File: src/rtl/mmio_uart_tx.sv
// Memory-mapped UART transmitter: stores to TXDATA are queued in a small FIFO and sent 8N1 on tx.
// Define UART_PARITY_EN to insert an even-parity bit between the data bits and the stop bit.
module mmio_uart_tx #(
    parameter int unsigned CLKS_PER_BIT = 16,
    parameter int unsigned FIFO_DEPTH   = 8,
    parameter logic [31:0] BASE_ADDR    = 32'h0000_1000
) (
    input  logic        clk,
    input  logic        reset,
    input  logic        we,
    input  logic [31:0] a,
    input  logic [31:0] wd,
    output logic [31:0] rd,
    output logic        tx
);

    localparam int unsigned PW = (FIFO_DEPTH > 1) ? $clog2(FIFO_DEPTH) : 1;
    localparam int unsigned CW = PW + 1;
    localparam logic [15:0] BAUD_LAST = 16'(CLKS_PER_BIT - 1);

`ifdef UART_PARITY_EN
    localparam logic PARITY_FLAG = 1'b1;
    typedef enum logic [2:0] {
        IDLE   = 3'd0,
        START  = 3'd1,
        DATA   = 3'd2,
        STOP   = 3'd3,
        PARITY = 3'd4
    } state_t;
`else
    localparam logic PARITY_FLAG = 1'b0;
    typedef enum logic [2:0] {
        IDLE  = 3'd0,
        START = 3'd1,
        DATA  = 3'd2,
        STOP  = 3'd3
    } state_t;
`endif

    state_t        stateQ, stateD;
    logic [15:0]   baudCntQ, baudCntD;
    logic [2:0]    bitIdxQ, bitIdxD;
    logic [7:0]    shQ, shD;
    logic          txQ, txD;
    logic          overflowQ, overflowD;
    logic [PW-1:0] wrPtrQ, rdPtrQ;
    logic [CW-1:0] countQ, countD;
    logic [7:0]    mem [FIFO_DEPTH];
`ifdef UART_PARITY_EN
    logic          parityQ, parityD;
`endif

    logic hit, full, empty, busy, pushReq, doPush, pop, bitDone, clearOvf;
    logic unusedBits;

    assign hit        = (a[31:3] == BASE_ADDR[31:3]);
    assign full       = (countQ == CW'(FIFO_DEPTH));
    assign empty      = (countQ == '0);
    assign busy       = (stateQ != IDLE);
    assign pushReq    = we & hit & ~a[2];
    assign doPush     = pushReq & ~full;
    assign clearOvf   = we & hit & a[2] & wd[3];
    assign bitDone    = (baudCntQ == BAUD_LAST);
    assign unusedBits = ^{a[1:0], wd[31:8]};
    assign tx         = txQ;

    always_comb begin
        rd = '0;
        if (hit && a[2]) begin
            rd = {16'h0000, 8'(countQ), 3'b000, PARITY_FLAG, overflowQ, busy, empty, full};
        end
    end

    // A push that meets a full FIFO is lost even if the transmitter pops on the same edge.
    always_comb begin
        overflowD = overflowQ;
        if (pushReq && full) begin
            overflowD = 1'b1;
        end else if (clearOvf) begin
            overflowD = 1'b0;
        end
        countD = countQ;
        case ({doPush, pop})
            2'b10:   countD = countQ + CW'(1);
            2'b01:   countD = countQ - CW'(1);
            default: countD = countQ;
        endcase
    end

    always_comb begin
        stateD   = stateQ;
        baudCntD = baudCntQ;
        bitIdxD  = bitIdxQ;
        shD      = shQ;
        pop      = 1'b0;
`ifdef UART_PARITY_EN
        parityD  = parityQ;
`endif
        case (stateQ)
            IDLE: begin
                if (!empty) begin
                    pop      = 1'b1;
                    shD      = mem[rdPtrQ];
                    baudCntD = '0;
                    stateD   = START;
`ifdef UART_PARITY_EN
                    parityD  = ^mem[rdPtrQ];
`endif
                end
            end
            START: begin
                baudCntD = baudCntQ + 16'd1;
                if (bitDone) begin
                    baudCntD = '0;
                    bitIdxD  = '0;
                    stateD   = DATA;
                end
            end
            DATA: begin
                baudCntD = baudCntQ + 16'd1;
                if (bitDone) begin
                    baudCntD = '0;
                    shD      = {1'b0, shQ[7:1]};
                    if (bitIdxQ == 3'd7) begin
`ifdef UART_PARITY_EN
                        stateD = PARITY;
`else
                        stateD = STOP;
`endif
                    end else begin
                        bitIdxD = bitIdxQ + 3'd1;
                    end
                end
            end
`ifdef UART_PARITY_EN
            PARITY: begin
                baudCntD = baudCntQ + 16'd1;
                if (bitDone) begin
                    baudCntD = '0;
                    stateD   = STOP;
                end
            end
`endif
            STOP: begin
                baudCntD = baudCntQ + 16'd1;
                if (bitDone) begin
                    baudCntD = '0;
                    stateD   = IDLE;
                end
            end
            default: stateD = IDLE;
        endcase

        // The line level is decided from the next state so tx comes straight off a flop.
        case (stateD)
            START:   txD = 1'b0;
            DATA:    txD = shD[0];
`ifdef UART_PARITY_EN
            PARITY:  txD = parityD;
`endif
            default: txD = 1'b1;
        endcase
    end

    always_ff @(posedge clk or negedge reset) begin
        if (!reset) begin
            stateQ    <= IDLE;
            baudCntQ  <= '0;
            bitIdxQ   <= '0;
            shQ       <= '0;
            txQ       <= 1'b1;
            overflowQ <= 1'b0;
            wrPtrQ    <= '0;
            rdPtrQ    <= '0;
            countQ    <= '0;
`ifdef UART_PARITY_EN
            parityQ   <= 1'b0;
`endif
        end else begin
            stateQ    <= stateD;
            baudCntQ  <= baudCntD;
            bitIdxQ   <= bitIdxD;
            shQ       <= shD;
            txQ       <= txD;
            overflowQ <= overflowD;
            countQ    <= countD;
            if (doPush) begin
                wrPtrQ <= wrPtrQ + PW'(1);
            end
            if (pop) begin
                rdPtrQ <= rdPtrQ + PW'(1);
            end
`ifdef UART_PARITY_EN
            parityQ   <= parityD;
`endif
        end
    end

    always_ff @(posedge clk) begin
        if (doPush) begin
            mem[wrPtrQ] <= wd[7:0];
        end
    end

endmodule
File: config.mk
export PLATFORM = sky130hd
export DESIGN_NAME = mmio_uart_tx
export DESIGN_NICKNAME = d
export VERILOG_FILES = /design/src/rtl/mmio_uart_tx.sv
export SDC_FILE = /design/constraint.sdc
export NUM_CORES = 1
export LEC_CHECK = 0
export BUFFER_PORTS_ARGS = -buffer_cell sky130_fd_sc_hd__buf_2
export CORE_ASPECT_RATIO = 1.1
export CORE_MARGIN = 1.5
export CORE_UTILIZATION = 50
export CTS_CLUSTER_DIAMETER = 100
export CTS_CLUSTER_SIZE = 25
export DETAILED_ROUTE_END_ITERATION = 10
export HOLD_SLACK_MARGIN = 0.05
export PLACE_DENSITY = 0.77
export SYNTH_ARGS = -nofsm -noshare
export SYNTH_HDL_FRONTEND = slang
export SYNTH_SLANG_ARGS = --single-unit
File: constraint.sdc
create_clock -name clk -period 4.3 [get_ports clk]
set_input_delay 0.43 -clock clk [delete_from_list [all_inputs] [get_ports clk]]
set_output_delay 0.43 -clock clk [all_outputs]
set_load 0.01 [all_outputs]
# Yosys cells after proc, flatten, opt, wreduce, memory -nomap -nowiden
# Memories as Yosys holds them, arrays and structs flattened.
# Cells that the tools add are included.
dict set report op_classes {
  add_sub_neg 6
  multipliers 0
  div 0
  magnitude_cmp 0
  n_eq_ne 15
  n_shift 0
  muxes 25
  bitwise_logic 7
  reduce_logical 14
}
# cell count
set ops {}
lappend ops {{$mux 16} 2}
lappend ops {{$pmux 16 s2} 1}
lappend ops {{$eq 29x10->1 const B} 1}
lappend ops {{$mux 3} 8}
lappend ops {{$add 16x1->16 const B} 1}
lappend ops {{$eq 16x4->1 const B} 1}
lappend ops {{$mux 8} 2}
lappend ops {{$pmux 8 s2} 1}
lappend ops {{$mux 12} 1}
lappend ops {{$pmux 3 s4} 1}
lappend ops {{$reduce_bool 2->1} 5}
lappend ops {{$add 3x1->3 const B} 3}
lappend ops {{$eq 3x2->1 const B} 3}
lappend ops {{$ne 2x2->1 const B} 4}
lappend ops {{$pmux 4 s2} 1}
lappend ops {{$eq 3x1->1 const B} 2}
lappend ops {{$mux 1} 6}
lappend ops {{$pmux 3 s2} 1}
lappend ops {{$and 1x1->1} 5}
lappend ops {{$add 4x1->4 const B} 1}
lappend ops {{$eq 4x4->1 const B} 1}
lappend ops {{$logic_not 4->1} 1}
lappend ops {{$reduce_and 4->1} 1}
lappend ops {{$sub 4x1->4 const B} 1}
lappend ops {{11 further kinds} 13}
dict set report word_totals {
  reg_bits 42
  latch_bits 0
  mem_bits_rw 64
  rom_bits 0
  inputBits 67
  output_inout_bits 33
  memories 1
}
# memory depth width rd rd_ports_with_merged_regs wr line
set memory_table {}
lappend memory_table {mem 8 8 1 0 1 48} ;# logic [7:0] mem [FIFO_DEPTH];

# Logic depth before layout (Yosys ltp)
# Gate-level depths: netlist (run 1).
dict set report logic_depth {
  ltp_word 6
  ltp_mapped 12
}

# Least setup slack after synthesis (run 1)
# OpenSTA, ideal clock, no wires.
dict set report synth_path {
  kind {in2reg}
  start {input a[14]}
  end {register countQ[2]}
  setup_ps 130
  arrival_ps 2837
  required_time_ps 4170
  path_slack_ps 1333
  stages 11
  cell_sequence {nor4b_1 nand4_1 nor4b_1 inv_1 ha_1 xor2_1 ha_1 a21oi_1 xor2_1 nor2_1 xor2_1}
}
dict set report synth_between {
  elab_chain_len 6
  elab_cells_between_ends 8
  cone_classes {3 x eq/ne; 1 x mux; 3 x bitwise; 1 x reduce/logical}
}
# item line
set synth_lines {}
lappend synth_lines {{from (decl)} 11} ;# input logic [31:0] a,
lappend synth_lines {{$eq 29x10->1 *} 56} ;# assign hit = (a[31:3] == BASE_ADDR[31:3]);
lappend synth_lines {{$and 1x1->1 * (2 in a row)} 60} ;# assign pushReq = we & hit & ~a[2];
lappend synth_lines {{$and 1x1->1 *} 61} ;# assign doPush = pushReq & ~full;
lappend synth_lines {{$eq 2x1->1 / $eq 2x2->1 (equally long branches)} 83} ;# case ({doPush, pop})
lappend synth_lines {{$pmux 4 s2 / $reduce_bool 2->1 (equally long branches)} --}
lappend synth_lines {{to (signal assigned)} 186} ;# countQ <= countD;
lappend synth_lines {{to (decl)} 47} ;# logic [CW-1:0] countQ, countD;
# Every way passes the cells marked *; elsewhere a longest branch is shown, timed or not.
# A chain may end at the register's enable or synchronous reset.

# Final worst setup path (run 1)
dict set report layout_path {
  start {register countQ[2]}
  end {register countQ[2]}
}
dict set report layout_between {
  elab_chain_len 5
  elab_cells_between_ends 12
  cone_classes {2 x add/sub; 3 x eq/ne; 3 x mux; 2 x bitwise; 2 x reduce/logical}
}
# item line
set layout_lines {}
lappend layout_lines {{$logic_not 4->1 / $eq 4x4->1 (equally long branches)} {58, 57}}
lappend layout_lines {{$mux 1 / $not 1->1 (equally long branches)} {101, 61}}
lappend layout_lines {{$mux 1 / $and 1x1->1 (equally long branches)} {99, 61}}
lappend layout_lines {{$eq 2x1->1 / $eq 2x2->1 (equally long branches)} 83}
lappend layout_lines {{$pmux 4 s2 / $reduce_bool 2->1 (equally long branches)} --}
# Several ways; a longest one is shown, not always the timed one.

==> impl_metrics.toml, run 1 <==
[placed_design]
post-place-ws_ns = 1.39
detailed_place_hpwl_um = 6180
place_congestion = 0.836
io_buffers = 49

[power]
p_switching_uw = 462
ir_drop_uv = 303
clkPwrFrac_pct = 34.4
power_frac_seq_pct = 61.1
powerDensity_nw_per_um2 = 339
leakagePower_nw = 2.19
swShare_pct = 25.0
comb_power_share_pct = 4.5
p_int_mw = 1.38

[floorplan]
die-area_um2 = 10500
die_w_um = 98.0
dieHeight_um = 107
rows = 37
start_util_pct = 52.3
boundaryPins = 100
core_um2 = 9490

[sta]
fmaxAchievable_mhz = 378
fin_setup_tns_ns = 0
layout_min_cycle_time_ns = 2.65
setup_ws_ns = 1.65
finalClockSkew_ns = 0.0191
max_slew_margin_pct = 26.9
fin_hold_ws_ns = 0.172
hold_viol = 0
setup_violations = 0
maxSlewViolCount = 0
rsz0062_at_grt = "false"
finalCritPeriodShare_pct = 61.6
worst_slew_pin_slew_ns = 1.10

[finish]
multiInputGateArea_um2 = 1800
diodes = 0
synthToLayoutAreaGrowth_pct = 9.66
layout_common_cells = "edfxtp_1, buf_2, dfrtp_1, conb_1, nand2_1"
nFillCells = 751
drive_gt1_share_pct = 25.9
fin_nets = 487
layout_commonest_cell = "edfxtp_1"
ff_latch_area_um2 = 2970

[clock_network]
cts-resized-gates = 0
cts_tree = "done"
cts_buffer_depth = 2
post_cts_buffers = 0
clk_latency_ns = 0.38
cts_root_buffer = "clkbuf_8"
htree_levels = 3
clk_pin_slew_ns = 0.12
clock-sinks = 106
numCtsBuffers = 9
cts_hold_buf = 0

[worst_hold_path]
hold_class = "input port to asynchronous set/reset pin"

[grt]
grt_pass1_wl_um = 15400
grt_start_max_net_pins = 43
antenna_found_initial = 0
grt_pass1_vias = 3082
grtUsageTotal_pct = 18.8
overflow = 0

[synthesis]
ys.flop_type = "edfxtp_1"
synth_edf_count = 64
syn_avg_cell_area_um2 = 13.7
syn_inst = 361
ys_seq_elements = 106
ys_types = 55
async_flop_share_pct = 39.6
syn_area_um2 = 4960
ys_seq_area_share_pct = 59.9
yosysWarnings = 0

[route]
drt_iter0_drc = 195
vias = 3066
route.detailed.drc = 0
dr.pass1.iters = 5
wire_per_inst_um = 16.9
avgViaCountPerCell = 5.74
ant_nets = 0
finalWirelength_um = 9050

[worst_setup_path]
crit_arrival_ns = 2.92
worstPathRequired_ns = 4.57
path_class = "register to register"
cp-start-kind = "register"
end_kind = "register"
cp_max_fo = 7

[run_status]
status = "complete, no violations"

[run]
cap_violations = 0
-- area by class of cell --
class                      count  share of cell area [%]
tap                          117                    2.69
inverter                       9                   0.621
clock inverter                 7                    1.63
clock buffer                   9                    2.28
sequential                   106                    54.7
multi-input combinational    233                    33.0
timing repair buffer          53                    5.06
-- worst paths after layout --
kind / start / endpoint / slack [ns] / cells after the start
worst min-delay path: reset / baudCntQ[2]$_DFFE_PN0P_ / 0.17 / 1
max in group asynchronous: reset / shQ[6]$_DFFE_PN0P_ / 3.53 / 1
worst max register to register: countQ[2]$_DFFE_PN0P_ / countQ[2]$_DFFE_PN0P_ / 1.65 / 12
worst max-delay path: countQ[2]$_DFFE_PN0P_ / countQ[2]$_DFFE_PN0P_ / 1.65 / 12
min in group clk: wd[4] / mem[4][4]$_DFFE_PP_ / 0.30 / 1
worst min register to register: bitIdxQ[2]$_DFFE_PN0P_ / bitIdxQ[2]$_DFFE_PN0P_ / 0.52 / 1
-- kinds of logic after synthesis --
kind of cell / Yosys count / synth area share (%)
flops: 106 / 59.9
xor+xnor: 13 / 2.30
buf+inv: 46 / 5.62
fa+ha+maj: 8 / 2.02
simple gates: 112 / 13.0
compound gates: 53 / 8.42
mux: 22 / 8.63
other cells: 1 / 0.0756
-- per-stage QoR --
step | instance area [µm²] | power [mW] | utilization (%) | instances
global route | 5440 | 1.91 | 57.3 | 534
finish | 5440 | 1.85 | 57.3 | 534
global placement | 5230 | 1.23 | 55.1 | 518
floorplan | 5050 | 1.20 | - | 385
detailed placement | 5230 | 1.23 | 55.1 | 518
CTS | 5440 | 1.86 | 57.3 | 534
-- flip-flops by register name (all words and copies together) (netlist names) --
signal	count
baudCntQ	16
bitIdxQ	3
tx	1
mem	64
shQ	8
stateQ	3
countQ	4
overflowQ	1
wrPtrQ	3
rdPtrQ	3
-- layer usage --
layer / vias to the layer above / track usage, % / wire [µm]
met4: 0 / 5.92 / 73
met1: 1546 / 23.5 / 3790
met3: 6 / 3.44 / 268
met2: 72 / 33.3 / 4920
li1: 1442 / - / -
met5: - / 0 / 0
-- synthesized netlist by cell type, drive strengths merged (2+ instances only) --
cell type,number,area (µm²)
a21oi,7,35.0
nor2b,4,25.0
mux2,3,37.5
a41oi,2,17.5
nor2,22,82.6
a221o,7,78.8
dfrtp,41,1030
nor4,11,114
nand3,12,60.1
nand2b,3,18.8
a211oi,2,15.0
a31oi,6,37.5
inv,9,33.8
nor3,5,25.0
or4,3,30.0
xnor2,6,52.6
clkbuf,7,26.3
xor2,7,61.3
mux4,16,360
nor4b,3,26.3
mux2i,3,30.0
or3,7,45.1
nand2,23,86.3
ha,8,100
and3,10,67.6
o21ai,9,45.0
and2,2,13.8
a22o,10,90.1
edfxtp,64,1920
nand4,5,31.3
buf,30,219
-- worst max-delay path, stage by stage (launching register included) --
cell and delay, ns:
dfrtp_1 0.50, nor4b_1 0.52, nor2_1 0.09, nor4b_1 0.16, buf_4 0.16, inv_1 0.08, ha_1 0.25, xor2_1 0.10
ha_1 0.19, a21oi_1 0.14, xor2_1 0.17, nor2_1 0.07, xor2_1 0.14
-- power groups by stage --
| stage | logic (mW) | registers, mW | clock network (mW) |
|---|---|---|---|
| floorplan | 0.0616 | 1.14 | 0 |
| global placement | 0.0781 | 1.15 | 0 |
| detailed placement | 0.0834 | 1.15 | 0 |
| CTS | 0.0834 | 1.13 | 0.647 |
| global route | 0.0957 | 1.13 | 0.684 |
| finish | 0.0831 | 1.13 | 0.636 |
No activity file was read; power rests on OpenSTA's default activity.
==> run 2: changes to the inputs <==
--- a/config.mk
+++ b/config.mk
@@ -13,7 +13,7 @@
 export CTS_CLUSTER_SIZE = 25
 export DETAILED_ROUTE_END_ITERATION = 10
 export HOLD_SLACK_MARGIN = 0.05
-export PLACE_DENSITY = 0.77
+export PLACE_DENSITY = 0.8
 export SYNTH_ARGS = -nofsm -noshare
 export SYNTH_HDL_FRONTEND = slang
 export SYNTH_SLANG_ARGS = --single-unit
==> constraint.sdc (replaced) <==
create_clock -name clk -period 2.38 [get_ports clk]
set_input_delay 0.238 -clock clk [delete_from_list [all_inputs] [get_ports clk]]
set_output_delay 0.238 -clock clk [all_outputs]
set_load 0.01 [all_outputs]
==> run 2 against run 1 <==
Effect of this change:
- global-route usage up 0.41 points
- power rose by 79%
- critical path depth shrank 5
- worst hold slack lost 0.049 ns
- non-clock buffer count rose by 33
- count of clock-buffer cells in the layout did not move
- maximum frequency is 17% higher
- sequential share of layout area down 2.9 points
- largest cell class unchanged
- largest power group unchanged
- highest routed layer unchanged
==> impl_metrics.toml, run 2 (synthesis gave the netlist of run 1 again) <==
[run_status]
status = "complete, no violations"

[worst_setup_path]
cp.depth = 7
end_kind = "register"
path_buf_inv = 2
crit_arrival_ns = 2.57
r2r_cells = 7
cp_max_fo = 9
cpPeakStageDelay_ns = 0.57
cp-start-kind = "register"
worstPathRequired_ns = 2.68
cp_common_cell = "buf_4"
critical_path.top_delay_family = "simple AND/OR/NAND/NOR gates"
crit_chain = "or4_4, nor4_4, buf_4, and3_4, buf_4, and2_2, a22o_2"
cp_slowest_cell = "or4_4"
path_class = "register to register"

[clock_network]
cts_buffer_depth = 2
clk_pin_slew_ns = 0.12
numCtsBuffers = 9
htree_levels = 3
clk_latency_ns = 0.37
cts_root_buffer = "clkbuf_8"
clock-sinks = 106
cts_tree = "done"

[grt]
grt_pass1_wl_um = 15800
grt_pass1_vias = 3212
grt_start_max_net_pins = 43
grtUsageTotal_pct = 19.2
antenna_found_initial = 0
overflow = 0

[power]
comb_power_share_pct = 5.5
powerDensity_nw_per_um2 = 574
p_switching_uw = 802
ir_drop_uv = 555
fin_total_pwr_mw = 3.30
clkPwrFrac_pct = 33.1
swShare_pct = 24.3
p_int_mw = 2.50
power_frac_seq_pct = 61.4
leakagePower_nw = 2.36

[finish]
top_register = "mem"
stdcell_count = 567
nFillCells = 712
top_regs = "mem: 64 flops, baudCntQ: 16 flops, shQ: 8 flops"
synthToLayoutAreaGrowth_pct = 15.8
layout_common_cells = "edfxtp_1, buf_2, dfrtp_1, buf_4, conb_1"
fin_nets = 520
drive_gt1_share_pct = 34.0
multiInputGateArea_um2 = 1850
layout_commonest_cell = "edfxtp_1"
ff_latch_area_um2 = 2980
largest_reg_flops = 64
diodes = 0
design_area_um2 = 5750

[worst_hold_path]
min_path_cells = 1
hold_class = "input port to register"

[floorplan]
start_util_pct = 52.3
core_um2 = 9490
die_w_um = 98.0
dieHeight_um = 107
die-area_um2 = 10500
boundaryPins = 100
rows = 37

[route]
finalWirelength_um = 9420
route.detailed.drc = 0
ant_nets = 0
drt_iter0_drc = 145
wire_per_inst_um = 16.6
avgViaCountPerCell = 5.68
met2WireLength_um = 5050
vias = 3220
dr.pass1.iters = 4
met1Wirelength_um = 3940
maxUsedRoutingLayer = "met4"
wl_met3_um = 261

[placed_design]
dpl.cell_count = 549
place_area_um2 = 5500
place_congestion = 0.820
detailed_place_hpwl_um = 6640
io_buffers = 49

[sta]
worst_slew_pin_slew_ns = 0.926
hold_viol = 0
fin_setup_tns_ns = 0
finalCritPeriodShare_pct = 95.4
layout_min_cycle_time_ns = 2.27
fmaxAchievable_mhz = 440
max_slew_margin_pct = 38.3
setup_violations = 0
maxSlewViolCount = 0
finalClockSkew_ns = 0.0169
fin_hold_ws_ns = 0.123

[run]
cap_violations = 0
[run 2: cell count changes in the layout (fill, tap and decap cells not counted), moves of 2 or more]
cell / delta
ha_1: -3
buf_4: +31
dfrtp_2: +2
nor4b_1: -3
dfrtp_1: -2
nor4b_2: +2
ha_2: +3
[run 2: power groups by stage]
stage | registers, mW | clock network (mW) | logic (mW)
2_1_floorplan | 2.06 | 0 | 0.113
3_5_place_dp | 2.06 | 0 | 0.180
3_3_place_gp | 2.06 | 0 | 0.167
4_1_cts | 2.03 | 1.12 | 0.181
6_report | 2.03 | 1.09 | 0.180
5_1_grt | 2.03 | 1.18 | 0.204
[run 2: repair_timing]
| action | in CTS | in global routing |
|---|---|---|
| hold endpoints to repair | 32 | 0 |
| endpoints found under the setup margin | 0 | 7 |
| setup buffers | 0 | 1 |
| resized for setup | 0 | 9 |
| hold buffers | 1 | 0 |
[run 2: layout make-up]
type,count,area share (%)
inverters,9,0.588
multi-input cells,233,32.1
clock buffers,9,2.16
clock inverters,7,1.39
flip-flops and latches,106,51.8
well taps,117,2.55
repair buffers,86,9.36
[run 2: metrics by stage]
| stage | worst slack [ns] | utilization, % |
|---|---|---|
| after floorplan | 0.0159 | - |
| after global placement | 0.0147 | 58.0 |
| after detailed placement | -0.0594 | 58.0 |
| after CTS | 0.0453 | 60.2 |
| after global routing | -0.00681 | 60.5 |
| final | 0.109 | 60.5 |
[run 2: worst paths after layout]
kind	to	start	slack, ns
worst max-delay path	bitIdxQ[1]$_DFFE_PN0P_	baudCntQ[9]$_DFFE_PN0P_	0.11
worst min-delay path	mem[7][7]$_DFFE_PP_	wd[7]	0.12
worst max register to register	bitIdxQ[1]$_DFFE_PN0P_	baudCntQ[9]$_DFFE_PN0P_	0.11
worst min register to register	countQ[3]$_DFFE_PN0P_	countQ[3]$_DFFE_PN0P_	0.53
max in group asynchronous	countQ[2]$_DFFE_PN0P_	reset	1.19
min in group asynchronous	wrPtrQ[0]$_DFFE_PN0P_	reset	0.55
[run 2: layer usage]
| metal | track usage, % | vias up |
|---|---|---|
| met1 | 23.0 | 1631 |
| met3 | 3.77 | 16 |
| met4 | 6.73 | 0 |
| li1 | - | 1509 |
| met5 | 0 | - |
| met2 | 34.6 | 64 |
